File: src/rtl/pipeline_hazard_ctrl.sv
// Hazard and forwarding controller for a 5-stage pipeline: shadows EX/MEM/WB destination
// flow, resolves load-use stalls and redirects, and selects ALU operand forwarding.
module pipeline_hazard_ctrl #(
    parameter int unsigned CNT_W = 16
) (
    input  logic             clock,
    input  logic             reset,
    input  logic             id_valid,
    input  logic [4:0]       id_rs1,
    input  logic [4:0]       id_rs2,
    input  logic             id_use_rs1,
    input  logic             id_use_rs2,
    input  logic [4:0]       id_rd,
    input  logic             id_reg_write,
    input  logic             id_is_load,
    input  logic             ex_redirect,
    output logic             pc_en,
    output logic             ifid_en,
    output logic             ifid_flush,
    output logic             idex_bubble,
    output logic [1:0]       fwd_a,
    output logic [1:0]       fwd_b,
    output logic [CNT_W-1:0] stall_count,
    output logic [CNT_W-1:0] flush_count
);

    logic             ex_valid_q, ex_reg_write_q, ex_is_load_q;
    logic             ex_use_rs1_q, ex_use_rs2_q;
    logic [4:0]       ex_rd_q, ex_rs1_q, ex_rs2_q;
    logic             mem_valid_q, mem_reg_write_q, mem_is_load_q;
    logic [4:0]       mem_rd_q;
    logic             wb_valid_q, wb_reg_write_q, wb_is_load_q;
    logic [4:0]       wb_rd_q;
    logic [CNT_W-1:0] stall_count_q, flush_count_q;
    logic             lu;

    always_comb begin
        lu = ex_valid_q & ex_is_load_q & ex_reg_write_q & (ex_rd_q != 5'd0) & id_valid &
             ((id_use_rs1 & (id_rs1 == ex_rd_q)) | (id_use_rs2 & (id_rs2 == ex_rd_q)));
    end

    // Redirect squashes the younger instructions, so a coincident load-use stall is moot.
    always_comb begin
        pc_en       = 1'b1;
        ifid_en     = 1'b1;
        ifid_flush  = 1'b0;
        idex_bubble = 1'b0;
        if (reset) begin
            pc_en       = 1'b0;
            ifid_en     = 1'b0;
            ifid_flush  = 1'b1;
            idex_bubble = 1'b1;
        end else if (ex_redirect) begin
            ifid_flush  = 1'b1;
            idex_bubble = 1'b1;
        end else if (lu) begin
            pc_en       = 1'b0;
            ifid_en     = 1'b0;
            idex_bubble = 1'b1;
        end
    end

    function automatic logic [1:0] fwd_sel(
        input logic       ex_v,
        input logic       use_src,
        input logic [4:0] rs,
        input logic       mem_v,
        input logic       mem_w,
        input logic [4:0] mem_rd,
        input logic       wb_v,
        input logic       wb_w,
        input logic [4:0] wb_rd
    );
        logic [1:0] sel;
        sel = 2'b00;
        if (ex_v && use_src) begin
            if (mem_v && mem_w && (mem_rd != 5'd0) && (mem_rd == rs)) begin
                sel = 2'b10;
            end else if (wb_v && wb_w && (wb_rd != 5'd0) && (wb_rd == rs)) begin
                sel = 2'b01;
            end
        end
        return sel;
    endfunction

    always_comb begin
        fwd_a = fwd_sel(ex_valid_q, ex_use_rs1_q, ex_rs1_q, mem_valid_q, mem_reg_write_q,
                        mem_rd_q, wb_valid_q, wb_reg_write_q, wb_rd_q);
        fwd_b = fwd_sel(ex_valid_q, ex_use_rs2_q, ex_rs2_q, mem_valid_q, mem_reg_write_q,
                        mem_rd_q, wb_valid_q, wb_reg_write_q, wb_rd_q);
    end

    always_ff @(posedge clock) begin
        if (reset) begin
            ex_valid_q      <= 1'b0;
            ex_reg_write_q  <= 1'b0;
            ex_is_load_q    <= 1'b0;
            ex_use_rs1_q    <= 1'b0;
            ex_use_rs2_q    <= 1'b0;
            ex_rd_q         <= 5'd0;
            ex_rs1_q        <= 5'd0;
            ex_rs2_q        <= 5'd0;
            mem_valid_q     <= 1'b0;
            mem_reg_write_q <= 1'b0;
            mem_is_load_q   <= 1'b0;
            mem_rd_q        <= 5'd0;
            wb_valid_q      <= 1'b0;
            wb_reg_write_q  <= 1'b0;
            wb_is_load_q    <= 1'b0;
            wb_rd_q         <= 5'd0;
            stall_count_q   <= '0;
            flush_count_q   <= '0;
        end else begin
            wb_valid_q      <= mem_valid_q;
            wb_reg_write_q  <= mem_reg_write_q;
            wb_is_load_q    <= mem_is_load_q;
            wb_rd_q         <= mem_rd_q;
            mem_valid_q     <= ex_valid_q;
            mem_reg_write_q <= ex_reg_write_q;
            mem_is_load_q   <= ex_is_load_q;
            mem_rd_q        <= ex_rd_q;
            ex_valid_q      <= id_valid & ~idex_bubble;
            ex_reg_write_q  <= id_reg_write;
            ex_is_load_q    <= id_is_load;
            ex_use_rs1_q    <= id_use_rs1;
            ex_use_rs2_q    <= id_use_rs2;
            ex_rd_q         <= id_rd;
            ex_rs1_q        <= id_rs1;
            ex_rs2_q        <= id_rs2;
            if (lu && !ex_redirect && (stall_count_q != {CNT_W{1'b1}})) begin
                stall_count_q <= stall_count_q + CNT_W'(1);
            end
            if (ex_redirect && (flush_count_q != {CNT_W{1'b1}})) begin
                flush_count_q <= flush_count_q + CNT_W'(1);
            end
        end
    end

    assign stall_count = stall_count_q;
    assign flush_count = flush_count_q;

endmodule

File: config.mk
export PLATFORM = sky130hd
export DESIGN_NAME = pipeline_hazard_ctrl
export DESIGN_NICKNAME = d
export VERILOG_FILES = /design/src/rtl/pipeline_hazard_ctrl.sv
export SDC_FILE = /design/constraint.sdc
export NUM_CORES = 1
export LEC_CHECK = 0
export ABC_AREA = 1
export CAP_MARGIN = 0
export CORE_ASPECT_RATIO = 0.8
export CORE_MARGIN = 3
export CORE_UTILIZATION = 40
export DETAILED_ROUTE_END_ITERATION = 8
export SYNTH_ARGS = -nofsm -noshare
export SYNTH_HDL_FRONTEND = slang
export SYNTH_SLANG_ARGS = --single-unit
File: constraint.sdc
create_clock -name clock -period 3.1 [get_ports clock]
set_input_delay 0.465 -clock clock [delete_from_list [all_inputs] [get_ports clock]]
set_output_delay 0.465 -clock clock [all_outputs]
set_load 0.005 [all_outputs]
==> results.md, run 1 <==
| Parameter | This run | Unit |
|---|---|---|
| Setup TNS | 0 | ps |
| Initial antenna violation count | 0 | - |
| Synthesized netlist cell count | 495 | - |
| Maximum count of clock buffers along a single path | 2 | - |
| Worst clock skew | 11.9 | ps |
| Remaining global-route overflow | 0 | - |
| Reg2reg start | flush_count[0] | - |
| Synthesis Warnings | 0 | - |
| Largest fanout on the critical path | 5 | - |
| Capture instance of the worst register-to-register path | flush_count[6] | - |
| Fraction of synthesis flops using an asynchronous set or reset pin | 0 | % |
| Area share of the largest cell type after synthesis | 39.6 | % |
| Clock network latency to the later pin of the worst-skew pair | 340 | ps |
| Worst reg2reg setup slack | 1280 | ps |
| CP Data Required Time | 2630 | ps |
| Detail Placement HPWL | 6020 | um |
| Setup slack at placement | 437 | ps |
| RSZ-0062 raised after global routing | false | - |
| Final #Nets | 587 | - |
| Sequential cell area in the final layout | 1320 | um2 |
| CP Data Arrival Time | 2210 | ps |
| Drt via density | 4.60 | - |
| Core outline area | 8020 | um2 |
| Critical path startpoint | id_rs1[2] | - |
| Pwr Density | 444 | nW/um2 |
| Area used by multi-input combinational logic | 1670 | um2 |
| Slowest stage cell on the critical path | clkdlybuf4s50_1 | - |
| Number of buffers added to fix hold violations after cts | 0 | - |
| Sw frac | 23.0 | % |
| Cell type contributing the most total cell area after synthesis | dfxtp_1 | - |
| Post-route ant nets | 0 | - |
| Number of max-slew violations in the final report | 0 | - |
| CTS tree | built | - |
| Total inserted antenna cells | 0 | - |
| Residual DRC count | 0 | - |
| Vert. Die Dim | 87.7 | um |
| Sequential share of the synthesized area | 39.6 | % |
| Area of the die | 9490 | um2 |
| Leak Pwr | 1.89 | nW |
| Crit path to | idex_bubble | - |
| DRT Pass-1 Iters | 4 | - |
| Highest ir drop seen on vdd | 0.193 | mV |
| CTS Root Buffer Type | clkbuf_8 | - |
| Global placement routability congestion | 0.909 | - |
| Cell count of the worst reg-to-reg path | 9 | - |
| Actual slew at the worst max-slew pin | 459 | ps |
| Global-route wire length before repair | 13300 | um |
| Max-cap violations | 0 | - |
| Finish-stage setup viols | 0 | - |
| Min Clock Period, post-route | 2680 | ps |
| Status | completed | - |
| Total Routed Length | 8030 | um |
| I/O Pins | 63 | - |
| All-Layer GR Usage | 17.8 | % |
| Share of layout cells above drive strength 1 | 7.41 | % |
| Gate power share | 7.6 | % |
| Max stage delay on crit path | 520 | ps |
| Most common cell after layout, fill and taps aside | nand2_1 | - |
| List of cells traversed by the critical path | clkdlybuf4s50_1, inv_1, nand2_1, nand2_1, nor2_1, nand3_1, nand2_2, nand2_1, nand3_1, clkdlybuf4s50_1 | - |
| Netlist area before placement | 3340 | um2 |
| Maximum frequency from static timing analysis | 374 | MHz |
| Portion of total power attributed to the clock network | 45.9 | % |
| Most used cells in the layout excluding fill and tap cells | nand2_1, nor2_1, inv_1, dfxtp_1, clkdlybuf4s50_1 | - |
| First DRT Iteration DRCs | 154 | - |
| Final worst setup slack | 424 | ps |
| Element type at the critical path start | input pin | - |
| Pin count of the biggest net entering global routing | 44 | - |
| Relative contribution of sequential cells to total power | 46.5 | % |
| Syn-to-layout area delta | 28.8 | % |
| Number of buffers inserted by post-CTS setup repair | 0 | - |
| Internal power | 0.00147 | W |
| Critical setup path kind | input pin to output port | - |
| Post-synth net total | 520 | - |
| Effective utilization at floorplan | 41.7 | % |
| Crit path top cell by count | nand2_1 | - |
| Number of distinct library cells after synthesis | 36 | - |
| Max-slew headroom | 69.4 | % |
| Clock buffers created by TritonCTS | 9 | - |
| Port-buffer cells | 62 | - |
| # rows | 29 | - |
| Number of register bits inferred by synthesis | 66 | - |
| Dominant synthesized flop cell | dfxtp_1 | - |
| Depth of the CTS H-tree | 3 | - |
| CP Capture Type | output port | - |
| Path class of the lowest-slack min-delay path | register to register | - |
| Clk slew on worst S/H paths | 70 | ps |
| Resized Gates After CTS | 0 | - |
| Net switching power | 0.000440 | W |
| Filler instances | 797 | - |
| Final Hold Violating Endpoints | 0 | - |
| Via count of the first global-routing pass | 2812 | - |
| Average size of a mapped cell | 6.75 | um2 |
| Routed vias | 3104 | - |
| Synth top area cells | dfxtp_1, nand2_1, nor2_1, inv_1, xor2_1 | - |
| Sink Count | 66 | - |
| Tcrit/Tclk final | 86.3 | % |
| EDFF count, synth | 0 | - |
| Final routed wire length divided by cell count | 11.9 | um |
| Horizontal die dimension | 108 | um |
-- synth_stat cells, types with 2 or more instances --
cell type  number
nand2_1       118
nor2_1        100
inv_1          69
dfxtp_1        66
nand3_1        23
a21oi_1        15
xor2_1         14
nor3_1         13
o21ai_0        13
nand4_1        11
xnor2_1         8
clkbuf_1        6
inv_2           5
nand2_2         3
nand2_4         3
nor4_1          3
buf_6           2
ha_1            2
nand3_2         2
nor2_2          2
o21bai_1        2
-- flip-flops by register name (all words and copies together), names as in the netlist, 5 cells and up --
| signal | flops |
|---|---|
| flush_count | 16 |
| stall_count | 16 |
| ex_rd_q | 5 |
| ex_rs1_q | 5 |
| ex_rs2_q | 5 |
| mem_rd_q | 5 |
| wb_rd_q | 5 |
-- per-stage QoR --
| stage | hold WS, ps | util, % | std cells | cell area [um2] | total power, W |
|---|---|---|---|---|---|
| finish | 438 | 53.7 | 675 | 4300 | 0.00191 |
| global route | 459 | 53.7 | 675 | 4300 | 0.00198 |
| CTS | 437 | 53.7 | 675 | 4300 | 0.00193 |
| detailed placement | 419 | 50.7 | 659 | 4060 | 0.00105 |
| global placement | 415 | 50.7 | 659 | 4060 | 0.00105 |
| floorplan | 400 | - | 495 | 3340 | 0.000988 |
-- worst max-delay path, delay by kind of cell --
family / cells / cell delay [ps]
and+or+nand+nor: 7 / 700
buffers and inverters: 3 / 1050
-- power groups by stage --
stage,Combinational (W),Sequential [W],Clock [W]
finish,0.000144,0.000890,0.000878
global route,0.000164,0.000893,0.000927
CTS,0.000146,0.000889,0.000894
detailed placement,0.000146,0.000909,0
global placement,0.000144,0.000909,0
floorplan,0.0000838,0.000904,0
-- routing by layer --
metal	vias to the layer above	wire length, um	GRT usage, %
met2	67	3300	26.0
met4	0	79	4.13
met3	6	409	4.64
li1	1667	-	-
met1	1364	4240	26.2
met5	-	0	0
-- how the worst min path moves through the flow --
stage                     from        endpoint  cells past startpoint
2_1_floorplan  mem_reg_write_q  wb_reg_write_q                      2
3_3_place_gp       mem_valid_q      wb_valid_q                      2
3_5_place_dp       mem_valid_q      wb_valid_q                      2
4_1_cts            mem_valid_q      wb_valid_q                      2
5_1_grt        mem_reg_write_q  wb_reg_write_q                      2
6_report           mem_valid_q      wb_valid_q                      2
-- logic make-up (layout without fill, tap and decap cells) --
| group | Yosys count | in the layout | synth area share [%] |
|---|---|---|---|
| AO/OA/AOI/OAI | 36 | 36 | 5.99 |
| XOR/XNOR | 22 | 22 | 5.77 |
| AND/OR/NAND/NOR | 284 | 284 | 37.5 |
| flip-flops | 66 | 66 | 39.6 |
| buffers and inverters | 85 | 157 | 10.4 |
| adder cells (fa/ha/maj) | 2 | 2 | 0.749 |
-- area by class of cell --
type | count | area share, %
repair buffers | 67 | 15.3
multi-input cells | 344 | 38.8
clock inverters | 7 | 2.73
clock buffers | 9 | 2.88
inverters | 74 | 6.45
flip-flops and latches | 66 | 30.7
well taps | 108 | 3.14
No activity file was read; power rests on OpenSTA's default activity.
==> run 2: changes to the inputs <==
- ABC_AREA: 1 -> not set
- CAP_MARGIN: 0 -> 30
- SLEW_MARGIN: not set -> 5
==> results.md, run 2 <==
| Parameter | This run | Unit |
|---|---|---|
| List of most frequent post-synthesis cells | dfxtp_1, nor2b_1, nor2_1 | - |
| Worst clock skew | 5.72 | ps |
| Sequential share of the synthesized area | 43.4 | % |
| Path class of the lowest-slack min-delay path | register to register | - |
| Number of register bits inferred by synthesis | 66 | - |
| Routed vias | 2582 | - |
| Number of max-slew violations in the final report | 0 | - |
| Highest ir drop seen on vdd | 0.210 | mV |
| Most common cell after layout, fill and taps aside | dfxtp_1 | - |
| Final hold slack | 468 | ps |
| Remaining global-route overflow | 0 | - |
| CTS tree | built | - |
| Syn-to-layout area delta | 33.0 | % |
| Global placement routability congestion | 0.829 | - |
| Synth top area cells | dfxtp_1, nor2b_1, xor2_1, xnor2_1, nor2_1 | - |
| Maximum frequency from static timing analysis | 348 | MHz |
| Element type at the critical path start | input pin | - |
| Status | completed | - |
| Max-cap violations | 0 | - |
| Pwr Density | 494 | nW/um2 |
| Residual DRC count | 0 | - |
| Final #Nets | 424 | - |
| Most common cell in the synthesized netlist | dfxtp_1 | - |
| Setup TNS | 0 | ps |
| Detail Placement HPWL | 5400 | um |
| Depth of the CTS H-tree | 3 | - |
| Number of buffers inserted by post-CTS setup repair | 0 | - |
| Number of distinct library cells after synthesis | 43 | - |
| Port-buffer cells | 62 | - |
| Cell type contributing the most total cell area after synthesis | dfxtp_1 | - |
| CP Data Arrival Time | 2410 | ps |
| Pin count of the biggest net entering global routing | 44 | - |
| Synthesized netlist cell count | 336 | - |
| Share of layout cells above drive strength 1 | 9.41 | % |
| DRT Pass-1 Iters | 6 | - |
| First DRT Iteration DRCs | 119 | - |
| Via count of the first global-routing pass | 2428 | - |
| Global-route wire length before repair | 12000 | um |
| Vert. Die Dim | 84.0 | um |
| Sum of internal, switching and leakage power | 0.00200 | W |
| Max-slew headroom | 58.5 | % |
| Total Routed Length | 7370 | um |
| Clock network latency to the later pin of the worst-skew pair | 340 | ps |
| Clk slew on worst S/H paths | 70 | ps |
| Post-route ant nets | 0 | - |
| Most used cells in the layout excluding fill and tap cells | dfxtp_1, clkdlybuf4s50_1, nor2b_1, nor2_1, xor2_1 | - |
| I/O Pins | 63 | - |
| CP Data Required Time | 2630 | ps |
| Largest fanout on the critical path | 6 | - |
| # rows | 27 | - |
| Initial antenna violation count | 0 | - |
| Effective utilization at floorplan | 42.7 | % |
| Clock buffers created by TritonCTS | 9 | - |
| Area share of the largest cell type after synthesis | 43.4 | % |
| All-Layer GR Usage | 17.5 | % |
| Horizontal die dimension | 103 | um |
| EDFF count, synth | 0 | - |
| Drt via density | 5.11 | - |
| Netlist area before placement | 3040 | um2 |
| CP Capture Type | output port | - |
| Finished Core Util | 56.8 | % |
| Min Clock Period, post-route | 2870 | ps |
| Actual slew at the worst max-slew pin | 618 | ps |
| Core outline area | 7130 | um2 |
| Sink Count | 66 | - |
| Fraction of synthesis flops using an asynchronous set or reset pin | 0 | % |
| Critical setup path kind | input pin to output port | - |
| Total inserted antenna cells | 0 | - |
| Final Hold Violating Endpoints | 0 | - |
| Synthesis Warnings | 0 | - |
| Average size of a mapped cell | 9.05 | um2 |
| Tcrit/Tclk final | 92.7 | % |
| Final routed wire length divided by cell count | 14.6 | um |
| CTS Root Buffer Type | clkbuf_8 | - |
| RSZ-0062 raised after global routing | false | - |
| Post-synth net total | 361 | - |
| Area of the die | 8690 | um2 |
| Maximum count of clock buffers along a single path | 2 | - |
| Leak Pwr | 1.46 | nW |
| Dominant synthesized flop cell | dfxtp_1 | - |
| Finish-stage setup viols | 0 | - |
==> run 2: worst max-delay path, stage by stage <==
cell	delay (ps)
clkdlybuf4s50_1	510
xor2_1	220
nor4_2	80
a32oi_2	320
nor2_1	130
nor2_1	140
clkdlybuf4s50_1	530
==> run 2: final timing paths <==
| kind | start | to | slack, ps | cells after the start |
|---|---|---|---|---|
| max | id_rs2[4] | ifid_en | 230 | 7 |
| min | mem_reg_write_q | wb_reg_write_q | 470 | 1 |
| max reg2reg | ex_rd_q[4] | stall_count[14] | 960 | 6 |
| min reg2reg | mem_reg_write_q | wb_reg_write_q | 470 | 1 |
==> run 2: layout make-up <==
class / count / area, um2
clock buffer: 10 / 138
clock inverter: 6 / 138
fill: 674 / 3080
inverter: 6 / 22.5
multi-input combinational: 248 / 1640
sequential: 66 / 1320
tap: 101 / 126
timing repair buffer: 68 / 661
==> run 2: timing repair <==
item,CTS,global route
setup endpoints to repair,0,2
resized for setup,0,1
hold endpoints to repair,0,0
hold buffers,0,0
==> run 2: where the power goes <==
group	total (W)	internal (W)	leakage [nW]	switching [W]
Sequential	0.000894	0.000870	0.539	0.0000243
Combinational	0.000132	0.0000730	0.782	0.0000590
Clock	0.000972	0.000640	0.137	0.000332
Total	0.00200	0.00158	1.46	0.000415
==> run 2: cell families (layout without fill, tap and decap cells) <==
kind of cell               Yosys count  count (layout)  synth area share, %
muxes                               11              11                 3.95
DFF                                 66              66                 43.4
adders and majority gates            2               2                0.823
AOI/OAI and AO/OA                   32              32                 7.20
xor gates and xnor gates            38              38                 10.9
buffers and inverters               22              90                 2.88
and+or+nand+nor                    165             165                 30.8
==> run 2: routing by layer <==
layer  track usage [%]  vias up  share of wire (%)
li1                  -     1308                  -
met1              25.2     1189                 51
met2              25.1       77                 43
met3              4.93        8                5.3
met4              4.94        0               0.96
met5                 0        -                  0
==> run 2: stage by stage <==
| stage | instance area, um2 | std cells | setup WS (ps) |
|---|---|---|---|
| floorplan | 3040 | 336 | 1030 |
| global placement | 3760 | 489 | 166 |
| detailed placement | 3760 | 489 | 115 |
| CTS | 4040 | 505 | 100 |
| global route | 4050 | 505 | 88.0 |
| finish | 4050 | 505 | 226 |
